===== config.mk =====
export PLATFORM = sky130hd
export DESIGN_NAME = fpu_cvt_sched
export DESIGN_NICKNAME = d
export VERILOG_FILES = /design/src/rtl/fpu_cvt_sched_pkg.sv /design/src/rtl/rr_arb3.sv /design/src/rtl/fpu_cvt_sched.sv
export SDC_FILE = /design/constraint.sdc
export NUM_CORES = 1
export LEC_CHECK = 0
export BUFFER_PORTS_ARGS = -buffer_cell sky130_fd_sc_hd__buf_2
export CORE_AREA = 10 10 210 212
export DETAILED_ROUTE_END_ITERATION = 10
export DIE_AREA = 0 0 220 222
export PLACE_DENSITY = 0.46
export SETUP_SLACK_MARGIN = 0.1
export SYNTH_ARGS = -nofsm -noshare
export SYNTH_HDL_FRONTEND = slang
export SYNTH_HIERARCHICAL = 1
export SYNTH_SLANG_ARGS = --single-unit

===== constraint.sdc =====
create_clock -name clk -period 2.4 [get_ports clk]
set_input_delay 0.24 -clock clk [delete_from_list [all_inputs] [get_ports clk]]
set_output_delay 0.24 -clock clk [all_outputs]
set_load 0.01 [all_outputs]

===== src/rtl/fpu_cvt_sched_pkg.sv =====
// Shared types and constants for the low-cluster FP-to-integer convert scheduler.
// Op codes mirror the `fop_* values of fpoperations.sv.
package fpu_cvt_sched_pkg;

    localparam int unsigned NLANE       = 3;
    localparam int unsigned CVT_LAT_DEF = 2;
    localparam int unsigned TAGW        = 14;

    localparam logic [7:0] FOP_ADD    = 8'h01;
    localparam logic [7:0] FOP_CVTD   = 8'h30;
    localparam logic [7:0] FOP_CVTE   = 8'h31;
    localparam logic [7:0] FOP_CVTS   = 8'h32;
    localparam logic [7:0] FOP_CVT32S = 8'h33;
    localparam logic [7:0] FOP_CVT32D = 8'h34;
    localparam logic [7:0] FOP_TBLD   = 8'h35;

    typedef struct packed {
        logic            vld;
        logic [1:0]      lane;
        logic [TAGW-1:0] tag;
        logic            illegal;
    } cvt_sched_ent_t;

    function automatic logic fop_is_cvt(input logic [7:0] op);
        return (op == FOP_CVTD)   || (op == FOP_CVTE)   || (op == FOP_CVTS) ||
               (op == FOP_CVT32S) || (op == FOP_CVT32D) || (op == FOP_TBLD);
    endfunction

    function automatic logic [1:0] lane_inc(input logic [1:0] l);
        return (l == 2'd2) ? 2'd0 : l + 2'd1;
    endfunction

endpackage


===== src/rtl/rr_arb3.sv =====
// Three-way round-robin pick; the pointer advances past the winner only on an accepted transfer.
module rr_arb3
    import fpu_cvt_sched_pkg::*;
(
    input  logic       clk,
    input  logic       rst,
    input  logic [2:0] req,
    input  logic       adv,
    output logic [1:0] grant,
    output logic       gnt_vld
);

    logic [1:0] ptr_q, ptr_d;
    logic [1:0] l0, l1, l2;

    always_comb begin
        l0      = ptr_q;
        l1      = lane_inc(l0);
        l2      = lane_inc(l1);
        grant   = ptr_q;
        gnt_vld = 1'b0;
        if (req[l0]) begin
            grant   = l0;
            gnt_vld = 1'b1;
        end else if (req[l1]) begin
            grant   = l1;
            gnt_vld = 1'b1;
        end else if (req[l2]) begin
            grant   = l2;
            gnt_vld = 1'b1;
        end
        ptr_d = adv ? lane_inc(grant) : ptr_q;
    end

    always_ff @(posedge clk) begin
        if (rst) ptr_q <= '0;
        else     ptr_q <= ptr_d;
    end

endmodule


===== src/rtl/fpu_cvt_sched.sv =====
// Shares the single FP-to-integer converter between the three low-cluster FPU lanes and
// tracks in-flight ops in a stall-aware shadow pipe that returns lane and tag with each result.
module fpu_cvt_sched
    import fpu_cvt_sched_pkg::*;
#(
    parameter int unsigned CVT_LAT = CVT_LAT_DEF
) (
    input  logic                   clk,
    input  logic                   rst,
    input  logic                   stall,
    input  logic [NLANE-1:0]       rq_vld,
    output logic [NLANE-1:0]       rq_rdy,
    input  logic [8*NLANE-1:0]     rq_op,
    input  logic [68*NLANE-1:0]    rq_data,
    input  logic [16*NLANE-1:0]    rq_hi,
    input  logic [TAGW*NLANE-1:0]  rq_tag,
    output logic                   cvt_en,
    output logic                   cvt_clkEn,
    output logic [81:0]            cvt_A,
    output logic                   cvt_isDBL,
    output logic                   cvt_isEXT,
    output logic                   cvt_isSNG,
    output logic                   cvt_verbatim,
    output logic                   cvt_is32b,
    input  logic [64:0]            cvt_res,
    input  logic                   cvt_alt,
    output logic                   res_vld,
    output logic [64:0]            res_data,
    output logic                   res_alt,
    output logic [1:0]             res_lane,
    output logic [TAGW-1:0]        res_tag,
    output logic                   busy
);

    logic [1:0] grant;
    logic       gnt_vld;
    logic       accept;

    rr_arb3 u_arb (
        .clk     (clk),
        .rst     (rst),
        .req     (rq_vld),
        .adv     (accept),
        .grant   (grant),
        .gnt_vld (gnt_vld)
    );

    always_comb begin
        accept = gnt_vld & ~stall;
        rq_rdy = '0;
        if (accept) rq_rdy[grant] = 1'b1;
    end

    logic            iss_vld_q,  iss_vld_d;
    logic [1:0]      iss_lane_q, iss_lane_d;
    logic [TAGW-1:0] iss_tag_q,  iss_tag_d;
    logic [7:0]      iss_op_q,   iss_op_d;
    logic [65:0]     iss_data_q, iss_data_d;
    logic [15:0]     iss_hi_q,   iss_hi_d;

    always_comb begin
        iss_vld_d  = iss_vld_q;
        iss_lane_d = iss_lane_q;
        iss_tag_d  = iss_tag_q;
        iss_op_d   = iss_op_q;
        iss_data_d = iss_data_q;
        iss_hi_d   = iss_hi_q;
        if (!stall) begin
            iss_vld_d = accept;
            if (accept) begin
                iss_lane_d = grant;
                iss_tag_d  = rq_tag[int'(grant)*TAGW +: TAGW];
                iss_op_d   = rq_op[int'(grant)*8 +: 8];
                iss_data_d = rq_data[int'(grant)*68 +: 66];
                iss_hi_d   = rq_hi[int'(grant)*16 +: 16];
            end
        end
    end

    logic legal, is_dbl, is_ext, wide;

    always_comb begin
        legal        = fop_is_cvt(iss_op_q);
        is_dbl       = (iss_op_q == FOP_CVTD) || (iss_op_q == FOP_CVT32D);
        is_ext       = (iss_op_q == FOP_CVTE);
        wide         = is_dbl | is_ext;
        cvt_en       = iss_vld_q & legal;
        cvt_clkEn    = ~stall;
        cvt_A        = cvt_en ? {(wide ? iss_hi_q : 16'h0000), iss_data_q} : '0;
        cvt_isDBL    = cvt_en & is_dbl;
        cvt_isEXT    = cvt_en & is_ext;
        cvt_isSNG    = cvt_en & ~wide;
        cvt_verbatim = cvt_en & (iss_op_q == FOP_TBLD);
        cvt_is32b    = cvt_en & ((iss_op_q == FOP_CVT32S) || (iss_op_q == FOP_CVT32D));
    end

    // The result register acts as the final shadow stage, so the pipe holds CVT_LAT-1 entries.
    cvt_sched_ent_t pipe_q [CVT_LAT-1];
    cvt_sched_ent_t pipe_d [CVT_LAT-1];
    cvt_sched_ent_t last_ent;

    always_comb begin
        pipe_d = pipe_q;
        if (!stall) begin
            pipe_d[0].vld     = iss_vld_q;
            pipe_d[0].lane    = iss_lane_q;
            pipe_d[0].tag     = iss_tag_q;
            pipe_d[0].illegal = ~legal;
            for (int unsigned k = 1; k < CVT_LAT - 1; k++) pipe_d[k] = pipe_q[k-1];
        end
        last_ent = pipe_q[CVT_LAT-2];
    end

    logic            res_vld_q,  res_vld_d;
    logic [64:0]     res_data_q, res_data_d;
    logic            res_alt_q,  res_alt_d;
    logic [1:0]      res_lane_q, res_lane_d;
    logic [TAGW-1:0] res_tag_q,  res_tag_d;

    // A stall drops a pulse already shown; the entry it came from has already left the pipe.
    always_comb begin
        res_vld_d  = 1'b0;
        res_data_d = res_data_q;
        res_alt_d  = res_alt_q;
        res_lane_d = res_lane_q;
        res_tag_d  = res_tag_q;
        if (!stall && last_ent.vld) begin
            res_vld_d  = 1'b1;
            res_lane_d = last_ent.lane;
            res_tag_d  = last_ent.tag;
            res_data_d = last_ent.illegal ? '0 : cvt_res;
            res_alt_d  = last_ent.illegal | cvt_alt;
        end
    end

    always_comb begin
        res_vld  = res_vld_q;
        res_data = res_data_q;
        res_alt  = res_alt_q;
        res_lane = res_lane_q;
        res_tag  = res_tag_q;
        busy     = iss_vld_q;
        for (int unsigned k = 0; k < CVT_LAT - 1; k++) busy = busy | pipe_q[k].vld;
    end

    logic unused_ok;
    assign unused_ok = ^{rq_data[67:66], rq_data[135:134], rq_data[203:202]};

    always_ff @(posedge clk) begin
        if (rst) begin
            iss_vld_q  <= 1'b0;
            iss_lane_q <= '0;
            iss_tag_q  <= '0;
            iss_op_q   <= '0;
            iss_data_q <= '0;
            iss_hi_q   <= '0;
            for (int unsigned k = 0; k < CVT_LAT - 1; k++) pipe_q[k] <= '0;
            res_vld_q  <= 1'b0;
            res_data_q <= '0;
            res_alt_q  <= 1'b0;
            res_lane_q <= '0;
            res_tag_q  <= '0;
        end else begin
            iss_vld_q  <= iss_vld_d;
            iss_lane_q <= iss_lane_d;
            iss_tag_q  <= iss_tag_d;
            iss_op_q   <= iss_op_d;
            iss_data_q <= iss_data_d;
            iss_hi_q   <= iss_hi_d;
            pipe_q     <= pipe_d;
            res_vld_q  <= res_vld_d;
            res_data_q <= res_data_d;
            res_alt_q  <= res_alt_d;
            res_lane_q <= res_lane_d;
            res_tag_q  <= res_tag_d;
        end
    end

endmodule


Yosys cells after proc, flatten, opt, wreduce, memory -nomap -nowiden
Cells that the tools add are included.
W data, S select, Z words.
{ "totals": {"word_cells": 85, "ff_bits": 210, "input_bits": 390} }
{ "classes": {"add_sub_neg": 3, "n_reduce_logical": 11, "bitwise": 13, "order_cmp": 5, "muxes": 22, "eq_ne": 9, "multipliers": 2, "n_shift": 4} }
{ "op_table": {"columns": ["operator", "count"], "rows": [
  ["$shiftx A204 B10 Y66", 1],
  ["$mux W82", 1],
  ["$mux W65", 1],
  ["$eq A8 B6 Y1 const B", 6],
  ["$shiftx A48 B7 Y16", 1],
  ["$shiftx A42 B7 Y14", 1],
  ["$shiftx A24 B6 Y8", 1],
  ["$mux W16", 1],
  ["$lt A2 B3 Y1 const B", 4],
  ["$mux W2", 6],
  ["$mux W1", 8],
  ["$and A1 B1 Y1", 7],
  ["$logic_or A1 B1 Y1", 7],
  ["$mul A2 B5 Y7 const B", 1],
  ["$add A2 B1 Y2 const B", 3],
  ["$bmux W1 S2", 3],
  ["$eq A2 B2 Y1 const B", 3],
  ["$mul A2 B3 Y5 const B", 1],
  ["$mux W3", 1],
  ["$not A1 Y1", 3],
  ["$or A1 B1 Y1", 3],
  ["$demux W1 S2", 1],
  ["$ge A2 B1 Y1 const B", 1],
  ["$logic_and A1 B1 Y1", 2],
  ["2 further kinds", 2]
]} }

Longest topological paths before layout
Gate-level depths: netlist (run 1).
{ "logic_depth": {"word_depth": 14, "depth_mapped": 10, "mapped_depth_nobuf": 7} }

By module
Netlist (run 1), hierarchy kept.
{ "by_module_without_submodules": {"columns": ["mod", "seq_area_each_um2", "cells_each", "instances", "area_each_um2"], "rows": [
  ["fpu_cvt_sched", 4164.0, 923, 1, 9098.7],
  ["rr_arb3", 40.0, 20, 1, 167.7]
]} }

Least setup slack after synthesis (run 1)
OpenSTA, ideal clock, no wires.
{ "synth_timing": {"path_kind": "register to register", "startpoint": "register u_arb.ptr_q[0], in the netlist u_arb/l0[0]", "endpoint": "register iss_data_q[0]", "required_ns": 2.278, "setup_ns": 0.122, "path_slack_ns": 0.299, "n_path_buf": 3, "arrival_time_ns": 1.980, "path_stages_with_launch": 11, "cell_sequence": "dfxtp_1 and2b_1 o22ai_1 a21oi_2 inv_2 buf_2 buf_2 buf_2 mux2i_1 nor2_1 a221o_1"} }
{ "synth_between": {"elab_chain_cells": 11, "elab_cells_between_ends": 22, "cone_classes": "add/sub: 2; mul: 1; eq/ne: 2; shift: 1; mux: 14; bitwise: 1; reduce/logical: 1"} }
{ "synth_rtl": {"columns": ["element", "line_no", "source"], "rows": [
  ["start, declared", "rr_arb3.sv:13", "logic [1:0] ptr_q, ptr_d;"],
  ["start signal, assigned", "rr_arb3.sv:37", "else ptr_q <= ptr_d;"],
  ["$add A2 B1 Y2 / $eq A2 B2 Y1 (equally long branches)", "fpu_cvt_sched_pkg.sv:30", "return (l == 2'd2) ? 2'd0 : l + 2'd1;"],
  ["$mux W2", "fpu_cvt_sched_pkg.sv:30", null],
  ["$add A2 B1 Y2 / $eq A2 B2 Y1 (equally long branches)", "fpu_cvt_sched_pkg.sv:30", null],
  ["$mux W2", "fpu_cvt_sched_pkg.sv:30", null],
  ["$bmux W1 S2", "rr_arb3.sv:28", "end else if (req[l2]) begin"],
  ["$mux W1 (implied by the code)", "rr_arb3.sv:28", null],
  ["$mux W2", "rr_arb3.sv:28", null],
  ["$mux W2", "rr_arb3.sv:25", "end else if (req[l1]) begin"],
  ["$mux W2 *", "rr_arb3.sv:22", "if (req[l0]) begin"],
  ["via grant[0]", "fpu_cvt_sched.sv:35", "logic [1:0] grant;"],
  ["$mul A2 B5 Y7 *", "fpu_cvt_sched.sv:74", "iss_data_d = rq_data[int'(grant)*68 +: 66];"],
  ["$shiftx A204 B10 Y66 *", "fpu_cvt_sched.sv:74", null],
  ["end signal, assigned", "fpu_cvt_sched.sv:168", "iss_data_q <= iss_data_d;"],
  ["end, declared", "fpu_cvt_sched.sv:58", "logic [65:0] iss_data_q, iss_data_d;"]
]} }
The timed path passes the listed nets; every way through them passes the cells marked *. The select of a mux whose other input is x is not followed.
A chain may end at the register's enable or synchronous reset.

Final worst setup path (run 1)
{ "layout_timing": {"startpoint": "register iss_op_q[3]", "endpoint": "output port cvt_A[63]"} }
{ "layout_between": {"elab_chain_cells": 8, "elab_cells_between_ends": 13, "cone_classes": "eq/ne: 6; mux: 1; bitwise: 1; reduce/logical: 5"} }
{ "layout_rtl": {"columns": ["element", "line_no", "source"], "rows": [
  ["start, declared", "fpu_cvt_sched.sv:57", "logic [7:0] iss_op_q, iss_op_d;"],
  ["start signal, assigned", "fpu_cvt_sched.sv:167", "iss_op_q <= iss_op_d;"],
  ["$eq A8 B6 Y1", "fpu_cvt_sched_pkg.sv:25", "return (op == FOP_CVTD) || (op == FOP_CVTE) || (op == FOP_CVTS) ||"],
  ["$logic_or A1 B1 Y1 (3 in a row)", "fpu_cvt_sched_pkg.sv:25", null],
  ["$logic_or A1 B1 Y1", "fpu_cvt_sched_pkg.sv:26", "(op == FOP_CVT32S) || (op == FOP_CVT32D) || (op == FOP_TBLD);"],
  ["$logic_or A1 B1 Y1 *", "fpu_cvt_sched_pkg.sv:26", null],
  ["$and A1 B1 Y1 *", "fpu_cvt_sched.sv:87", "cvt_en = iss_vld_q & legal;"],
  ["$mux W82 *", "fpu_cvt_sched.sv:89", "cvt_A = cvt_en ? {(wide ? iss_hi_q : 16'h0000), iss_data_q} : '0;"],
  ["end, declared", "fpu_cvt_sched.sv:19", "output logic [81:0] cvt_A,"]
]} }
Mark *: on every way between the ends. The rest lies on a longest branch, timed or not.

==> results of run 1 <==
metal layers:
layer | track usage [%] | vias up | routed length (um)
met5 | 0 | - | 0
met4 | 5.53 | 0 | 1430
met3 | 4.88 | 81 | 3530
met2 | 30.4 | 374 | 23300
met1 | 18.8 | 4672 | 17500
li1 | - | 4836 | -
power by group:
group	switching [mW]	internal, mW
combinational	0.713	0.859
sequential	0.125	3.69
clock	1.58	2.52
total	2.41	7.06
placed cells by master (no fill, tap or decap), types with 8 or more instances in the layout:
master	count
a21oi_1	21
dfxtp_1	204
buf_12	13
mux2i_1	121
nand2_1	40
nor2_1	125
a2bb2oi_1	35
a22o_1	65
buf_4	27
and2_4	67
and2_1	10
buf_2	490
clkinv_2	8
a211oi_1	37
a221o_1	69
buf_6	69
dlygate4sd3_1	135
clkbuf_16	34
worst min-delay path, cell delays in order:
cell and delay, ns:
buf_2 0.07, mux2i_1 0.05, nor2_1 0.08, a221o_1 0.10
layout make-up:
type / instances / area (sq um)
Fill cell: 4018 / 23700
Timing Repair Buffer: 743 / 5270
Multi-Input combinational cell: 636 / 4900
Sequential cell: 210 / 4210
Clock buffer: 35 / 756
Tap cell: 525 / 657
Clock inverter: 12 / 138
Inverter: 7 / 31.3
Antenna cell: 7 / 17.5
kinds of logic after synthesis:
kind of cell | after synthesis | synth area share [%]
AND/OR/NAND/NOR | 279 | 15.1
AO/OA/AOI/OAI | 235 | 21.8
flip-flops | 210 | 45.4
multiplexers | 122 | 13.2
buffers and inverters | 97 | 4.55
flip-flops by register name (all words and copies together), names as in the netlist, 8 cells and up:
signal	count
iss_op_q	8
iss_hi_q	16
iss_tag_q	14
last_ent	18
iss_data_q	66
res_tag	14
res_data	65
stage by stage:
step	setup WS [ns]	power (mW)	hold slack (ns)	utilization (%)
after floorplan	0.299	4.59	0.334	-
after global placement	0.198	5.22	0.442	32.1
after detailed placement	0.146	5.24	0.446	32.1
after CTS	0.0135	9.60	0.0211	38.1
after global routing	-0.0316	9.93	0.0507	40.3
final	0.0719	9.48	0.0451	40.3
repair_timing:
| item | 4_1_cts | 5_1_grt |
|---|---|---|
| endpoints found under the hold margin | 135 | 0 |
| setup buffers | 4 | 7 |
| hold buffers | 135 | 0 |
| pin swaps | 1 | 60 |
| cloned | 2 | 9 |
| gates resized for setup | 19 | 181 |
| setup endpoints to repair | 78 | 156 |
path summary, 6_finish.rpt:
path,from,to,cells after the start
worst max-delay path,iss_op_q[3],cvt_A[63],6
worst min-delay path,rq_data[25],iss_data_q[25],4
worst min register to register,last_ent[4],res_tag[3],2
worst max register to register,u_arb/l0[0],iss_op_q[2],9
==> impl_metrics.ini, run 1 <==
[outcome]
outcome = finished clean

[routing]
drtPass1Iterations = 4
drc = 0
via_per_inst = 4.58
wl_mm = 45.8
via_count = 9963
drtIter0Drc = 388
post_drt_wl_per_cell_um = 21.1
ant_nets = 0

[critical_path]
slowest_delay_ns = 0.32
path_buf_inv = 3
cp-start-kind = register
path_class = reg2out
cp_max_fo = 8
path_common_cell = buf_6
r2r_slack_ns = 0.30
cp_top_family = simple AND/OR/NAND/NOR gates
slowest_stage = dfxtp_2
crit_chain = nand4bb_4 > nor4_4 > buf_6 > clkbuf_16 > and2_4 > buf_6
cp.required_ns = 2.16
worstPathArrival_ns = 2.09
end_kind = output pin

[placement]
place_hpwl_mm = 32.9
place_area_sq_um = 12700
dp_cells = 1964
gp_congestion = 0.781
io_buffer_count = 559

[cts]
cts_buffers = 26
cts.sinks = 210
cts_max_path_buffers = 3
cts.clk_slew.worst_paths_ns = 0.06
cts_tree = yes
cts_root_buf = clkbuf_16
htreeDepth = 1
clk_latency_ns = 0.53

[floorplanning]
die_w_um = 220
initial_core_util_pct = 23.4
core_area_sq_um = 39600
ioPinCount = 566
fp.dieArea_sq_um = 48800
chipHeight_um = 222
rows = 73

[final_layout]
synthToLayoutAreaGrowth_pct = 72.6
fin_cells = 2175
stdcell_area_sq_um = 16000
drive_above_1_share_pct = 45.6
final_nets = 2014

[synthesis]
synth_commonest_cells = dfxtp_1 (210), nor2_1 (128), mux2i_1 (121), and2_1 (77), a221o_1 (69)
synth_nets = 1333
synth_ff_type = dfxtp_1
synth.most_common_cell = dfxtp_1
netlist_instances = 943
syn_area_sq_um = 9270
yosys.area.top_type = dfxtp_1
synth_area_leaders = dfxtp_1 (45%), mux2i_1 (13%), a221o_1 (7.5%)
synth_edf_count = 0
synth.top_cell.area_share_pct = 45.4
synthArstFlopShare_pct = 0
yosysSeqAreaShare_pct = 45.4
yosysWarnings = 6
synth_cell_types = 40
syn_avg_cell_area_sq_um = 9.83
synth_seq_cells = 210

[global_route]
grt_max_degree = 70
grt_usage_pct = 17.0
overflow = 0
grt_pass1_wl_mm = 64.9
grt_pass1_vias = 10600
antenna_found_initial = 6

[sta]
clock_skew_ns = 0.0135
setup_viol = 0
finalCritPeriodShare_pct = 97.0
hold_viol = 0
worst_slew_pin_slew_ns = 0.713
fin_setup_tns_ns = 0
fin_crit_ns = 2.33
drv_slew = 0
slew_headroom_pct = 52.4
rsz0062_at_grt = yes
clock.fmax_ghz = 0.430

[power]
irDropWorstVdd_mv = 0.449
powerDensity_nw_per_um2 = 593
p_leak_nw = 7.51

[hold_path]
hold_class = in2reg

[run]
drv_cap = 0
Note: power is estimated with default switching activity, not from simulation.
==> inputs of run 2 (changes only) <==
RECOVER_POWER = 50   (was not set)
SLEW_MARGIN = 40   (was not set)
==> impl_metrics.ini, run 2 (synthesis gave the netlist of run 1 again) <==
[sta]
clock_skew_ns = 0.0140
worst_hold_slack_ns = 0.0449
fin_crit_ns = 2.33
finalCritPeriodShare_pct = 97.0
hold_viol = 0
worst_slack_ns = 0.0728
clock.fmax_ghz = 0.430
drv_slew = 0
worst_slew_pin_slew_ns = 1.09
fin_setup_tns_ns = 0
setup_viol = 0
rsz0062_at_grt = yes
slew_headroom_pct = 27.4

[routing]
via_count = 9984
drtPass1Iterations = 4
post_drt_wl_per_cell_um = 21.1
via_per_inst = 4.59
drc = 0
drtIter0Drc = 371
wl_mm = 45.8
ant_nets = 0

[global_route]
grt_max_degree = 70
grt_usage_pct = 17.0
overflow = 0
antenna_found_initial = 6
grt_pass1_wl_mm = 64.9
grt_pass1_vias = 10600

[floorplanning]
ioPinCount = 566
chipHeight_um = 222
die_w_um = 220
core_area_sq_um = 39600
rows = 73
fp.dieArea_sq_um = 48800
initial_core_util_pct = 23.4

[final_layout]
layout_commonest_cell = buf_2
seqCellArea_sq_um = 4210
postLayoutCoreUtil_pct = 40.3
fillers = 4024
stdcell_area_sq_um = 16000
largest_register_ff_count = 66
top_register = iss_data_q
multi_input_area_sq_um = 4900
drive_above_1_share_pct = 45.1
final_nets = 2014
fin_cells = 2175
layout_common_cells = buf_2 (483), dfxtp_1 (204), dlygate4sd3_1 (135), nor2_1 (125), mux2i_1 (121)
synthToLayoutAreaGrowth_pct = 72.4

[placement]
dp_cells = 1964
place_area_sq_um = 12700
gp_congestion = 0.781
place_hpwl_mm = 32.9
dp_slack_ns = 0.146
io_buffer_count = 559

[run]
drv_cap = 0

[critical_path]
cp-start-kind = register
worstPathArrival_ns = 2.09
cp.required_ns = 2.16
path_buf_inv = 3
path_class = reg2out
end_kind = output pin
slowest_delay_ns = 0.32
slowest_stage = dfxtp_2
path_common_cell = buf_6
cp_max_fo = 8
cp_top_family = simple AND/OR/NAND/NOR gates
crit_chain = nand4bb_4 > nor4_4 > buf_6 > clkbuf_16 > and2_4 > buf_6

[cts]
htreeDepth = 1
clk_latency_ns = 0.53
cts_buffers = 26
cts_max_path_buffers = 3
cts_tree = yes
cts_root_buf = clkbuf_16
cts.sinks = 210
cts.clk_slew.worst_paths_ns = 0.06

[power]
p_leak_nw = 7.48
finalPower_mw = 9.48
irDropWorstVdd_mv = 0.449
powerDensity_nw_per_um2 = 593

[outcome]
outcome = finished clean

[hold_path]
hold_class = in2reg
[run 2: final timing paths]
check | slack (ns) | to | depth (start not counted) | start
setup / recovery | 0.07 | cvt_A[63] | 6 | iss_op_q[3]
hold / removal | 0.04 | iss_data_q[25] | 4 | rq_data[25]
setup reg to reg | 0.30 | iss_data_q[40] | 9 | u_arb/l0[0]
hold reg to reg | 0.45 | res_tag[3] | 2 | last_ent[4]
[run 2: final cells by class]
class / count / share of cell area, %
Clock inverter: 12 / 0.862
Inverter: 7 / 0.196
Sequential cell: 210 / 26.4
Tap cell: 525 / 4.11
Timing Repair Buffer: 743 / 32.9
Clock buffer: 35 / 4.73
Antenna cell: 7 / 0.110
Multi-Input combinational cell: 636 / 30.7
[run 2: what timing repair did]
action,4_1_cts,5_1_grt
endpoints found under the hold margin,135,0
hold buffers,135,0
cloned,2,9
pin swaps,1,60
gates resized for setup,19,181
setup endpoints to repair,78,156
setup buffers,4,7
[run 2: worst register-to-register path: stages, from the launching register on]
cell	delay, ns
dfxtp_2	0.33
and2b_1	0.19
o22ai_1	0.08
a21oi_2	0.25
clkinv_4	0.14
nand2b_4	0.18
nor4b_4	0.26
buf_4	0.19
buf_12	0.20
a221o_1	0.23
[run 2: power breakdown]
group | total, mW | internal, mW | switching [mW]
clock network | 4.09 | 2.52 | 1.58
logic | 1.57 | 0.858 | 0.713
registers | 3.81 | 3.69 | 0.125
[run 2: metal layers]
layer	GRT usage [%]	vias up	routed length, um
met5	0	-	0
met4	5.53	0	1430
met3	4.88	81	3620
met2	30.4	377	23400
met1	18.8	4684	17400
li1	-	4842	-
